--- src/rtl/clock_set_controller.sv ---
// ---------------------------------------------------------------------------
// clock_set_controller : run/set/stopwatch sequencer for the clock time-setting path
// Rev 1.0
// ---------------------------------------------------------------------------
`default_nettype none

module clock_set_controller #(
  parameter logic [31:0] TIMEOUT_CYCLES = 32'd500000000,
  parameter int          CNT_W          = 32
) (
  input  logic       clk,
  input  logic       rst,
  input  logic       btn_mode,
  input  logic       btn_next,
  input  logic       btn_up,
  input  logic       btn_down,
  input  logic       btn_sw,
  input  logic [5:0] cur_hour,
  input  logic [5:0] cur_min,
  input  logic [5:0] cur_sec,
  output logic [1:0] state,
  output logic [5:0] num,
  output logic       hour_enable,
  output logic       min_enable,
  output logic       sec_enable,
  output logic [1:0] field_sel,
  output logic       timeout_flag
);

  typedef enum logic [2:0] {
    S_RUN  = 3'd0,
    S_HOUR = 3'd1,
    S_MIN  = 3'd2,
    S_SEC  = 3'd3,
    S_SW   = 3'd4
  } fsm_t;

  localparam logic [CNT_W-1:0] TERM = CNT_W'(TIMEOUT_CYCLES - 32'd1);

  fsm_t             fsm_q, fsm_d;
  logic [5:0]       edit_q, edit_d;
  logic [5:0]       num_q, num_d;
  logic [CNT_W-1:0] cnt_q, cnt_d;
  logic [1:0]       state_q, state_d;
  logic [1:0]       field_q, field_d;
  logic             hour_en_q, hour_en_d;
  logic             min_en_q, min_en_d;
  logic             sec_en_q, sec_en_d;
  logic             tflag_q, tflag_d;
  logic             any_btn;
  logic             commit;
  logic             set_d;
  logic             set_q;
  logic [5:0]       lim;

  function automatic logic [5:0] clamp(input logic [5:0] v, input logic [5:0] l);
    return (v >= l) ? 6'd0 : v;
  endfunction

  always_comb begin
    fsm_d     = fsm_q;
    edit_d    = edit_q;
    num_d     = num_q;
    hour_en_d = 1'b0;
    min_en_d  = 1'b0;
    sec_en_d  = 1'b0;
    tflag_d   = 1'b0;
    commit    = 1'b0;
    any_btn   = btn_mode | btn_next | btn_up | btn_down | btn_sw;
    lim       = (fsm_q == S_HOUR) ? 6'd24 : 6'd60;
    set_q     = (fsm_q == S_HOUR) || (fsm_q == S_MIN) || (fsm_q == S_SEC);

    unique case (fsm_q)
      S_RUN: begin
        if (btn_mode) begin
          fsm_d  = S_HOUR;
          edit_d = clamp(cur_hour, 6'd24);
        end else if (btn_sw) begin
          fsm_d = S_SW;
        end
      end
      S_SW: begin
        if (btn_sw || btn_mode) fsm_d = S_RUN;
      end
      S_HOUR, S_MIN, S_SEC: begin
        if (btn_mode) begin
          fsm_d = S_RUN;
        end else if (btn_next) begin
          commit = 1'b1;
          unique case (fsm_q)
            S_HOUR: begin
              hour_en_d = 1'b1;
              fsm_d     = S_MIN;
              edit_d    = clamp(cur_min, 6'd60);
            end
            S_MIN: begin
              min_en_d = 1'b1;
              fsm_d    = S_SEC;
              edit_d   = clamp(cur_sec, 6'd60);
            end
            default: begin
              sec_en_d = 1'b1;
              fsm_d    = S_RUN;
            end
          endcase
        end else if (btn_up && !btn_down) begin
          edit_d = (edit_q == lim - 6'd1) ? 6'd0 : edit_q + 6'd1;
        end else if (btn_down && !btn_up) begin
          edit_d = (edit_q == 6'd0) ? lim - 6'd1 : edit_q - 6'd1;
        end else if (!any_btn && cnt_q == TERM) begin
          fsm_d   = S_RUN;
          tflag_d = 1'b1;
        end
      end
      default: fsm_d = S_RUN;
    endcase

    set_d = (fsm_d == S_HOUR) || (fsm_d == S_MIN) || (fsm_d == S_SEC);
    // During a commit cycle num shows the committed value, not the freshly loaded one
    if (commit)     num_d = edit_q;
    else if (set_d) num_d = edit_d;

    if (any_btn || fsm_d != fsm_q) cnt_d = '0;
    else if (set_q)                cnt_d = cnt_q + 1'b1;
    else                           cnt_d = cnt_q;

    unique case (fsm_d)
      S_HOUR:  begin state_d = 2'b01; field_d = 2'b01; end
      S_MIN:   begin state_d = 2'b01; field_d = 2'b10; end
      S_SEC:   begin state_d = 2'b10; field_d = 2'b11; end
      S_SW:    begin state_d = 2'b11; field_d = 2'b00; end
      default: begin state_d = 2'b00; field_d = 2'b00; end
    endcase
  end

  always_ff @(posedge clk or negedge rst) begin
    if (!rst) begin
      fsm_q     <= S_RUN;
      edit_q    <= 6'd0;
      num_q     <= 6'd0;
      cnt_q     <= '0;
      state_q   <= 2'b00;
      field_q   <= 2'b00;
      hour_en_q <= 1'b0;
      min_en_q  <= 1'b0;
      sec_en_q  <= 1'b0;
      tflag_q   <= 1'b0;
    end else begin
      fsm_q     <= fsm_d;
      edit_q    <= edit_d;
      num_q     <= num_d;
      cnt_q     <= cnt_d;
      state_q   <= state_d;
      field_q   <= field_d;
      hour_en_q <= hour_en_d;
      min_en_q  <= min_en_d;
      sec_en_q  <= sec_en_d;
      tflag_q   <= tflag_d;
    end
  end

  assign state        = state_q;
  assign num          = num_q;
  assign hour_enable  = hour_en_q;
  assign min_enable   = min_en_q;
  assign sec_enable   = sec_en_q;
  assign field_sel    = field_q;
  assign timeout_flag = tflag_q;

endmodule

`default_nettype wire

--- config.mk ---
export PLATFORM = sky130hd
export DESIGN_NAME = clock_set_controller
export DESIGN_NICKNAME = d
export VERILOG_FILES = /design/src/rtl/clock_set_controller.sv
export SDC_FILE = /design/constraint.sdc
export NUM_CORES = 1
export LEC_CHECK = 0
export BUFFER_PORTS_ARGS = -buffer_cell sky130_fd_sc_hd__buf_4
export CORE_MARGIN = 4
export CORE_UTILIZATION = 30
export CTS_CLUSTER_SIZE = 30
export DETAILED_ROUTE_END_ITERATION = 8
export PLACE_DENSITY = 0.49
export SKIP_LAST_GASP = 1
export SLEW_MARGIN = 20
export SYNTH_ARGS = -nofsm -noshare
export SYNTH_HDL_FRONTEND = slang
export SYNTH_SLANG_ARGS = --single-unit
--- constraint.sdc ---
create_clock -name clk -period 6.05 [get_ports clk]
set_clock_uncertainty 0.1 [all_clocks]
set_input_delay 1.21 -clock clk [delete_from_list [all_inputs] [get_ports clk]]
set_output_delay 1.21 -clock clk [all_outputs]
set_load 0.005 [all_outputs]
## Word-level counts from Yosys, hierarchy flattened

Index checks and enable logic that the tools add are counted.
W data, S select, Z words.

- Flip-flop bits (word level): 55
- Input bits: 25
- Output and inout port bits: 14
- Logic and storage cells: 101

- Add/sub/neg operators: 4
- $lt $le $gt $ge: 3
- Eq/ne operators: 11
- Mux-type cells: 50
- Bitwise logic cells: 4
- Reductions and logical operators: 19

Operators with widths:

| kind | number |
|---|---|
| $mux W6 | 13 |
| $mux W32 | 2 |
| $add A32 B1 Y32 const B | 1 |
| $eq A32 B29 Y1 const B | 1 |
| $mux W3 | 8 |
| $pmux W6 S2 | 2 |
| $mux W1 | 21 |
| $eq A3 B2 Y1 const B | 4 |
| $ge A6 B6 Y1 const B | 2 |
| $pmux W2 S3 | 2 |
| $sub A6 B1 Y6 const B | 2 |
| $pmux W3 S3 | 1 |
| $add A6 B1 Y6 const B | 1 |
| $eq A3 B1 Y1 const B | 2 |
| $eq A3 B3 Y1 const B | 2 |
| $eq A6 B6 Y1 | 1 |
| $ge A6 B5 Y1 const B | 1 |
| $logic_not A6 Y1 | 1 |
| $logic_or A1 B1 Y1 | 6 |
| $or A1 B1 Y1 | 4 |
| $pmux W2 S2 | 1 |
| $reduce_bool A2 Y1 | 2 |
| $reduce_or A2 Y1 | 2 |
| $logic_and A1 B1 Y1 | 3 |
| 4 further kinds | 6 |

## Depth between registers and ports, before layout

Gate-level depths: netlist of run 1.

- Depth after elaboration: 17
- Mapped depth: 9

## Worst setup path before layout of run 1

Ideal clock, no wire load.

- Kind: input -> register
- Start point: input btn_mode
- End point: register cnt_q[21]
- Library setup time: 0.121 ns
- Arrival: 2.834 ns
- Setup slack: 2.994 ns
- Stages on the path: 7
- Buffers on the path: 2
- Cell sequence: clkbuf_1 -> or2_2 -> nor4_1 -> nand4_1 -> o211ai_1 -> buf_2 -> nor2_1

- Cells in the longest elaborated chain, start to end: 15
- Elaborated cells on any way between the ends: 19
- Those cells by class: eq/ne: 1; mux: 9; bitwise: 4; reduce/logical: 5

RTL lines:

| what | line | text |
|---|---|---|
| start, declared | 13 | `input logic btn_mode,` |
| $or A1 B1 Y1 (4 in series) | 69 | `any_btn = btn_mode \| btn_next \| btn_up \| btn_down \| btn_sw;` |
| $logic_not A1 Y1 | 110 | `end else if (!any_btn && cnt_q == TERM) begin` |
| $logic_and A1 B1 Y1 | 110 |  |
| $mux W3 | 110 |  |
| $mux W3 | 108 | `end else if (btn_down && !btn_up) begin` |
| $mux W3 | 106 | `end else if (btn_up && !btn_down) begin` |
| $mux W3 | 88 | `end else if (btn_next) begin` |
| $mux W3 | 86 | `if (btn_mode) begin` |
| $pmux W3 S3 | 73 | `unique case (fsm_q)` |
| $ne A3 B3 Y1 | 123 | `if (any_btn \|\| fsm_d != fsm_q) cnt_d = '0;` |
| $logic_or A1 B1 Y1 (*) | 123 |  |
| $mux W32 or $reduce_bool A2 Y1 (tied branches) | -- |  |
| end signal, assigned | 152 | `cnt_q <= cnt_d;` |
| end, declared | 43 | `logic [CNT_W-1:0] cnt_q, cnt_d;` |

Every way passes the cells marked *; elsewhere a longest branch is shown, timed or not.
A chain may end at the register's enable or synchronous reset.

## Worst setup path after layout of run 1

- Start point: input btn_mode
- End point: register cnt_q[0]

The elaborated chain is that of the path after synthesis.

==> metrics.txt, run 1 <==
Final #Nets 450; drt first pass iters 4; GRT overflow 0; critical path peak fanout 32; fmax 315 MHz; DR vias 3,067; largest cells by area after synthesis dfrtp_1 40%, nor2_1 5.8%, xnor2_1 4.1%; Slew Viols, Final 0; Fillers 1,126; outcome finished clean; Clock Latency Late Sink 300 ps; IO Pins 39; Cells after Synth 398; vias per inst ~5.4; Resized Gates After CTS 0; drt wl/cell 17.3 um; Antenna Violating Nets Remaining 0; count of final setup violators 0; R2R depth 5; Pwr per Cell Area about 320 nW/um^2; sequential element share of the synthesized area 0.402; WS Path Type in2reg; relative slew slack 0.257; Worst Path Arrival 3250 ps; min-delay worst type reg2reg; Mean Syn Cell Area between 8 and 9 sq um; critical path launch point type primary input; global-route wire length before repair 16,000 um; Crit path top cell by count buf_4; vias in the first global route 3,027; Max Root-Sink Buffers 2; Unique masters post-synth 60; H-tree depth 2; Cell Area, Synth 3420 sq um; drt initial violations 185; Mapped Nets 426; n_diodes 0; #FFs+latches synth 55; Layout area overhead 15.6%; Synth top area share 0.402; Top FF cell, synth dfrtp_1; initial antenna violation count 0; synth cell count leaders 55 x dfrtp_1, 53 x nor2_1, 32 x nand2_1; Async SR Flop Fraction 1.00; critical path required time 6120 ps; cell at the root of the clock tree clkbuf_16; Post CTS Setup Buffer Count 0; Sink Count between 50 and 60; die width 115 um; critical path, cell by cell buf_4, or2_2, nor4_1, nand4_1, o211ai_1, buf_4, nor2_1; die area 13,200 sq um; TritonCTS clock tree built; EDFF count, synth 0; drt drc 0; DP HPWL 6860 um; total negative slack 0 ps; GRT Total Usage 0.151; Period minus WS final roughly 3200 ps; CP startpoint btn_mode; Reg-to-Reg Start fsm_q[0]; Critical Path Sink Type register; Leakage Power 1.56 nW; post-synth top area cell dfrtp_1; Final Worst Setup Slack between 2000 and 3000 ps; clock transition at the registers of the reported paths about 80 ps; Final GP Congestion 0.910; RSZ-0062 raised after global routing false; pin count of the biggest net entering global routing 56; max-cap viol count 0; VDD IR max between 0.1 and 0.15 mV; Die Ht 115 um; Reg-to-Reg End cnt_q[27]; port bufs 38; Final Routed Wirelength 9720 um; count leader, synth dfrtp_1; share of cells above drive strength 1 0.139; synth warn 0; reg2reg setup slack 2990 ps; CP endpoint cnt_q[0]; Worst path max stage delay 410 ps; Hold-fix buffers, CTS 0; core area approximately 11,000 sq um; crit share post-route 0.525; CP max stage cell nor4_1; number of CTS-inserted buffers 5; pre-CTS setup slack 2670 ps; Starting Density 0.311; Final Hold Viols 0; row cnt 38; Tightest Pin Transition about 1100 ps
critical path: cells and delay by family:
family          cells  cell delay [ps]
simple gates        4             1180
buf+inv             2              550
compound gates      1              290
through the flow:
stage / hold WS [ps] / power (mW) / cells / area, sq um / util
6_report: 449 / 1.26 / 563 / 3950 / 0.360
5_1_grt: 488 / 1.35 / 563 / 3950 / 0.360
4_1_cts: 454 / 1.27 / 563 / 3950 / 0.360
3_5_place_dp: 441 / 0.955 / 555 / 3790 / 0.345
3_3_place_gp: 429 / 0.958 / 555 / 3790 / 0.345
2_1_floorplan: 411 / 0.794 / 398 / 3420 / -
sequential cells by signal, summed over array words and instances (netlist names):
| name | cells |
|---|---|
| cnt_q | 32 |
| edit_q | 6 |
| field_sel | 2 |
| fsm_q | 3 |
| hour_enable | 1 |
| min_enable | 1 |
| num | 6 |
| sec_enable | 1 |
| state | 2 |
| timeout_flag | 1 |
power breakdown:
group	internal, mW	leakage, nW	switching (mW)
Sequential	0.418	0.744	0.0958
Combinational	0.194	0.733	0.246
Clock	0.169	0.0790	0.141
Total	0.781	1.56	0.483
worst min path at each step:
stage / slack (ps) / endpoint / depth (start not counted) / start
CTS: 450 / cnt_q[31] / 2 / cnt_q[31]
floorplan: 410 / cnt_q[18] / 2 / cnt_q[18]
finish: 450 / cnt_q[31] / 2 / cnt_q[31]
global route: 490 / cnt_q[31] / 2 / cnt_q[31]
global placement: 430 / num[4] / 2 / num[4]
detailed placement: 440 / cnt_q[31] / 2 / cnt_q[31]
placed cells by master, fill, tap and decap left out, types with 11 or more instances in the layout:
| cell type | netlist | final |
|---|---|---|
| nor3_1 | 12 | 12 |
| inv_1 | 13 | 13 |
| nand4_1 | 14 | 14 |
| o21ai_0 | 19 | 19 |
| nor2_1 | 53 | 53 |
| xor2_1 | 15 | 15 |
| buf_4 | 0 | 40 |
| nand3_1 | 20 | 20 |
| xnor2_1 | 16 | 16 |
| and3_1 | 11 | 11 |
| nand2_1 | 32 | 32 |
| dfrtp_1 | 55 | 55 |
| a21oi_1 | 16 | 16 |
logic make-up (layout without fill, tap and decap cells):
group,after synthesis,count (layout),share of synthesized area
buffers and inverters,36,61,0.0443
AND/OR/NAND/NOR,188,188,0.288
adder cells (fa/ha/maj),3,3,0.0110
flip-flops,55,55,0.402
XOR/XNOR,31,31,0.0794
multiplexers,3,3,0.00951
AO/OA/AOI/OAI,82,82,0.166
routing by layer:
layer | part of all wire | track usage
met2 | 0.47 | 0.232
met3 | 0.043 | 0.0316
met5 | 0 | 0
met4 | 0.010 | 0.0462
met1 | 0.48 | 0.213
final cells by class:
cell class / count / area (sq um) / area share
Clock inverter: 2 / 20.0 / 0.00507
Clock buffer: 6 / 139 / 0.0351
Multi-Input combinational cell: 307 / 1890 / 0.479
Tap cell: 140 / 175 / 0.0443
Inverter: 13 / 48.8 / 0.0123
Timing Repair Buffer: 40 / 300 / 0.0760
Sequential cell: 55 / 1380 / 0.348
Power figures use the tool's default switching activity.
==> inputs of run 2 (changes only) <==
--- a/config.mk
+++ b/config.mk
@@ -5,12 +5,13 @@
 export SDC_FILE = /design/constraint.sdc
 export NUM_CORES = 1
 export LEC_CHECK = 0
+export ABC_AREA = 1
 export BUFFER_PORTS_ARGS = -buffer_cell sky130_fd_sc_hd__buf_4
 export CORE_MARGIN = 4
 export CORE_UTILIZATION = 30
 export CTS_CLUSTER_SIZE = 30
 export DETAILED_ROUTE_END_ITERATION = 8
-export PLACE_DENSITY = 0.49
+export PLACE_DENSITY = 0.48
 export SKIP_LAST_GASP = 1
 export SLEW_MARGIN = 20
 export SYNTH_ARGS = -nofsm -noshare
==> constraint.sdc (replaced) <==
create_clock -name clk -period 3.3 [get_ports clk]
set_clock_uncertainty 0.1 [all_clocks]
set_input_delay 0.66 -clock clk [delete_from_list [all_inputs] [get_ports clk]]
set_output_delay 0.66 -clock clk [all_outputs]
set_load 0.005 [all_outputs]
==> run 2 against run 1 <==
  * Core utilization fell by 0.51 points
  * Register-to-register slack got worse by 2500 ps
  * Global-route usage rose by 1.9 points
  * Sequential share of layout area fell by 5.5 points
  * Combinational power rose by 66%
  * Worst setup slack got worse by 2400 ps
  * Worst hold slack got worse by 170 ps
  * Routed wire length rose by 32%
  * Clock power rose by 110%
  * Sequential power rose by 67%
  * Critical path type is now reg2reg
  * Largest cell class unchanged
  * Largest power group unchanged
  * Highest routed layer unchanged
==> metrics.txt, run 2 <==
DP HPWL 9460 um; global-route wire length before repair just over 20,000 um; synth warn 0; clock transition at the registers of the reported paths 80 ps; Final Worst Setup Slack just over 500 ps; post-synth top area cell dfrtp_1; Final GP Congestion 0.976; drt drc 0; Antenna Violating Nets Remaining 0; Critical Path Sink Type register; Starting Density 0.306; critical path depth 11; max reg flops 32; n_diodes 0; Top reg by flops cnt_q; vias in the first global route 3,893; relative slew slack 0.300; outcome finished clean; DR vias 4,105; Unique masters post-synth 38; RSZ-0062 raised after global routing false; worst-case hold slack roughly 280 ps; CP endpoint cnt_q[15]; port bufs 38; WS Path Type reg2reg; GRT overflow 0; die width 124 um; Final Hold Viols 0; R2R depth 11; Resized Gates After CTS 0; TritonCTS clock tree built; drt initial violations between 200 and 300; #FFs+latches synth 55; Hold-fix buffers, CTS 0; crit share post-route 0.844; Leakage Power 2.32 nW; pre-CTS setup slack 73.3 ps; Cell Area, Synth 4050 sq um; critical path required time between 3000 and 4000 ps; min-delay worst type in2async; synth cell count leaders 156 x nand2_1, 85 x nor2_1, 73 x inv_1; H-tree depth 2; max-cap viol count 0; Top FF cell, synth dfrtp_1; share of cells above drive strength 1 0.122; CP top delay family simple AND/OR/NAND/NOR gates; row cnt 42; pin count of the biggest net entering global routing 56; Slew Viols, Final 0; Post CTS Setup Buffer Count 0; Sink Count 55; largest cells by area after synthesis dfrtp_1 34%, nand2_1 14%, nand4_1 9.3%; fin area 4700 sq um; Async SR Flop Fraction 1.00; vias per inst roughly 5.0; Pwr per Cell Area 478 nW/um^2; cell at the root of the clock tree clkbuf_16; CP bufs+invs 3; number of CTS-inserted buffers 5; most common cell after layout, fill and taps aside nand2_1; Cells after Synth 604; EDFF count, synth 0; reg2reg setup slack about 500 ps; Final Routed Wirelength roughly 13,000 um; count leader, synth nand2_1; drt wl/cell 15.7 um; count of final setup violators 0; VDD IR max 0.246 mV; Fillers 1,484; Die Ht 124 um; Clock Latency Late Sink 300 ps; Worst Path Arrival 2900 ps; IO Pins 39; placed inst area ~4500 sq um; Final #Nets 666; critical path launch point type register; Synth top area share 0.340; GRT Total Usage 0.170; Reg-to-Reg End cnt_q[15]; Reg-to-Reg Start fsm_q[1]; critical path, cell by cell inv_1, nand3_1, nand2_1, inv_2, nand2_1, nand2_1, clkinv_1, nand2_2, a21oi_4, nand2_1, nor3_1; CP startpoint fsm_q[1]; CP max stage cell dfrtp_1; core area 13,200 sq um; Layout area overhead 16.0%; Worst path max stage delay 560 ps; Max Root-Sink Buffers 2; Period minus WS final around 2800 ps; total negative slack 0 ps; Mean Syn Cell Area 6.71 sq um; drt first pass iters 5; sequential element share of the synthesized area 0.340; Tightest Pin Transition approximately 1000 ps; initial antenna violation count 0; Crit path top cell by count nand2_1; Final Util 0.355; critical path peak fanout 22; commonest cells after routing, fill and taps aside 156 x nand2_1, 85 x nor2_1, 73 x inv_1; Mapped Nets 632; die area 15,400 sq um; fmax 359 MHz
## run 2: layer usage
layer,vias to the layer above,track usage,share of wire,routed length (um)
li1,2052,-,-,-
met2,146,0.252,0.43,5450
met5,-,0,0,0
met3,26,0.0363,0.073,940
met4,0,0.0383,0.016,199
met1,1881,0.253,0.48,6200
## run 2: worst register-to-register path, delay by kind of cell, from the launching register on
kind            cells  cell delay [ps]
buf+inv             3              250
simple gates        7             1240
flops               1              560
compound gates      1              560
## run 2: area by class of cell
type | count | area (sq um) | share of cell area
Clock buffer | 6 | 139 | 0.0296
Clock inverter | 2 | 38.8 | 0.00826
Inverter | 81 | 304 | 0.0647
Multi-Input combinational cell | 449 | 2270 | 0.484
Sequential cell | 55 | 1380 | 0.293
Tap cell | 176 | 220 | 0.0469
Timing Repair Buffer | 46 | 345 | 0.0735
## run 2: how the worst min path moves through the flow
| stage | end | slack [ps] | cells past startpoint |
|---|---|---|---|
| floorplan | cnt_q[0] | 260 | 0 |
| global placement | num[2] | 370 | 2 |
| detailed placement | num[1] | 370 | 2 |
| CTS | sec_enable | 330 | 1 |
| global route | sec_enable | 350 | 1 |
| finish | sec_enable | 280 | 1 |
## run 2: stage by stage
stage | power (mW) | instances
finish | 2.24 | 815
global route | 2.39 | 815
CTS | 2.25 | 814
detailed placement | 1.59 | 806
global placement | 1.61 | 806
floorplan | 1.30 | 604
## run 2: logic make-up (layout without fill, tap and decap cells)
family          count (synthesis)  count (layout)  synth area share
xor+xnor                       31              31            0.0670
compound gates                 42              43            0.0633
simple gates                  372             372             0.420
buf+inv                       101             135             0.101
fa+ha+maj                       3               3           0.00927
flops                          55              55             0.340
## run 2: power by group
part	internal (mW)	switching, mW	leakage [nW]
logic	0.243	0.486	1.48
clock network	0.383	0.272	0.0875
registers	0.748	0.112	0.748
total	1.37	0.870	2.32
==> inputs of run 3 (changes only) <==
--- a/config.mk
+++ b/config.mk
@@ -11,7 +11,7 @@
 export CORE_UTILIZATION = 30
 export CTS_CLUSTER_SIZE = 30
 export DETAILED_ROUTE_END_ITERATION = 8
-export PLACE_DENSITY = 0.48
+export PLACE_DENSITY = 0.5
 export SKIP_LAST_GASP = 1
 export SLEW_MARGIN = 20
 export SYNTH_ARGS = -nofsm -noshare
==> constraint.sdc (replaced) <==
create_clock -name clk -period 2.54 [get_ports clk]
set_clock_uncertainty 0.1 [all_clocks]
set_input_delay 0.508 -clock clk [delete_from_list [all_inputs] [get_ports clk]]
set_output_delay 0.508 -clock clk [all_outputs]
set_load 0.005 [all_outputs]
==> run 3 against run 2 <==
  * Critical path depth stayed put
  * Routed wire length shrank 1.6%
  * Worst setup slack got worse by 170 ps
  * Combinational power grew 55%
  * Sequential power up 22%
  * Fmax increased by 27%
  * Clock power increased by 11%
  * Critical path type unchanged
  * Largest cell class unchanged
==> metrics.txt, run 3 (synthesized netlist as in run 2, its figures left out) <==
fmax 455 MHz; drt first pass iters 5; Antenna Violating Nets Remaining 0; Leakage Power between 2 and 2.5 nW; Max Root-Sink Buffers 2; Tightest Pin Transition 737 ps; relative slew slack 0.509; Final GP Congestion 0.988; Worst Path Arrival approximately 2300 ps; Worst path max stage delay 500 ps; clock transition at the registers of the reported paths about 80 ps; Final #Nets 678; die area 15,400 sq um; DP HPWL 9700 um; core area 13,200 sq um; drt initial violations 290; drt wl/cell 15.2 um; global-route wire length before repair 20,700 um; Layout area overhead 18.0%; Die Ht 124 um; critical path peak fanout 11; Post CTS Setup Buffer Count 0; max-cap viol count 0; Reg-to-Reg Start fsm_q[1]; Hold-fix buffers, CTS 0; total negative slack 0 ps; count of final setup violators 0; vias in the first global route 3,834; critical path required time 2650 ps; CP max stage cell dfrtp_1; worst-case hold slack ~150 ps; share of cells above drive strength 1 0.137; critical path, cell by cell inv_1, nand3_1, nand2_1, inv_2, nand2_1, nand2_1, clkinv_1, nand2_2, a21oi_4, nand2_1, nor3_1; IO Pins 39; internal power 1.76 mW; Sink Count 55; Sw Pwr 1.14 mW; Pwr per Cell Area roughly 610 nW/um^2; critical path launch point type register; Final Hold Viols 0; Resized Gates After CTS 0; Period minus WS final 2200 ps; most common cell after layout, fill and taps aside nand2_1; Crit path top cell by count nand2_1; WS Path Type reg2reg; Clock power frac 0.250; row cnt 42; number of CTS-inserted buffers 5; port bufs 38; Final Util 0.361; Top reg by flops cnt_q; drt drc 0; max reg flops 32; Starting Density 0.306; GRT overflow 0; Comb power frac 0.389; GRT Total Usage 0.172; Final Routed Wirelength approximately 13,000 um; VDD IR max 0.369 mV; pin count of the biggest net entering global routing 56; vias per inst 4.98; initial antenna violation count 0; H-tree depth 2; DR vias 4,115; CP startpoint fsm_q[1]; Critical Path Sink Type register; Clock Latency Late Sink 300 ps; Switching Share 0.393; n_diodes 0; sequential power share 0.361; commonest cells after routing, fill and taps aside 156 x nand2_1, 85 x nor2_1, 73 x inv_1; RSZ-0062 raised after global routing false; min-delay worst type in2async; Slew Viols, Final 0; cell at the root of the clock tree clkbuf_16; TritonCTS clock tree built; outcome finished clean; crit share post-route 0.866; die width ~120 um
[run 3: final timing paths]
kind / cells after the start / end / slack, ps
worst min register to register: 2 / num[4] / 390
max in group asynchronous: 1 / num[3] / 1690
min in group clk: 3 / edit_q[4] / 390
worst max-delay path: 11 / cnt_q[15] / 340
worst max register to register: 11 / cnt_q[15] / 340
worst min-delay path: 1 / hour_enable / 150
[run 3: layer usage]
layer	vias to the layer above	routed length, um	track usage
met5	-	0	0
met4	0	180	0.0376
met3	15	687	0.0277
met2	124	5190	0.247
met1	1914	6540	0.268
li1	2062	-	-
[run 3: area by class of cell]
cell class | instances | area [sq um]
fill | 1463 | 8460
timing repair buffer | 59 | 468
tap | 176 | 220
clock buffer | 6 | 139
inverter | 81 | 304
multi-input combinational | 448 | 2260
clock inverter | 1 | 8.76
sequential | 55 | 1380
[run 3: power by group through the flow]
stage | sequential (mW) | combinational [mW] | clock, mW
floorplan | 1.06 | 0.632 | 0
global placement | 1.06 | 1.14 | 0
detailed placement | 1.06 | 1.11 | 0
CTS | 1.04 | 1.12 | 0.760
global route | 1.06 | 1.25 | 0.796
finish | 1.05 | 1.13 | 0.725
[run 3: through the flow]
stage	cell area, sq um	std cells	setup WS [ps]	power, mW
after CTS	4780	826	318	2.92
after global placement	4630	819	256	2.20
after global routing	4780	826	131	3.11
final	4780	826	341	2.90
after floorplan	4050	604	604	1.69
after detailed placement	4630	819	196	2.17
[run 3: worst max-delay path, delay by kind of cell, from the launching register on]
family,cells,cell delay [ps]
flip-flops,1,500
AO/OA/AOI/OAI,1,190
buffers and inverters,3,210
AND/OR/NAND/NOR,7,1100
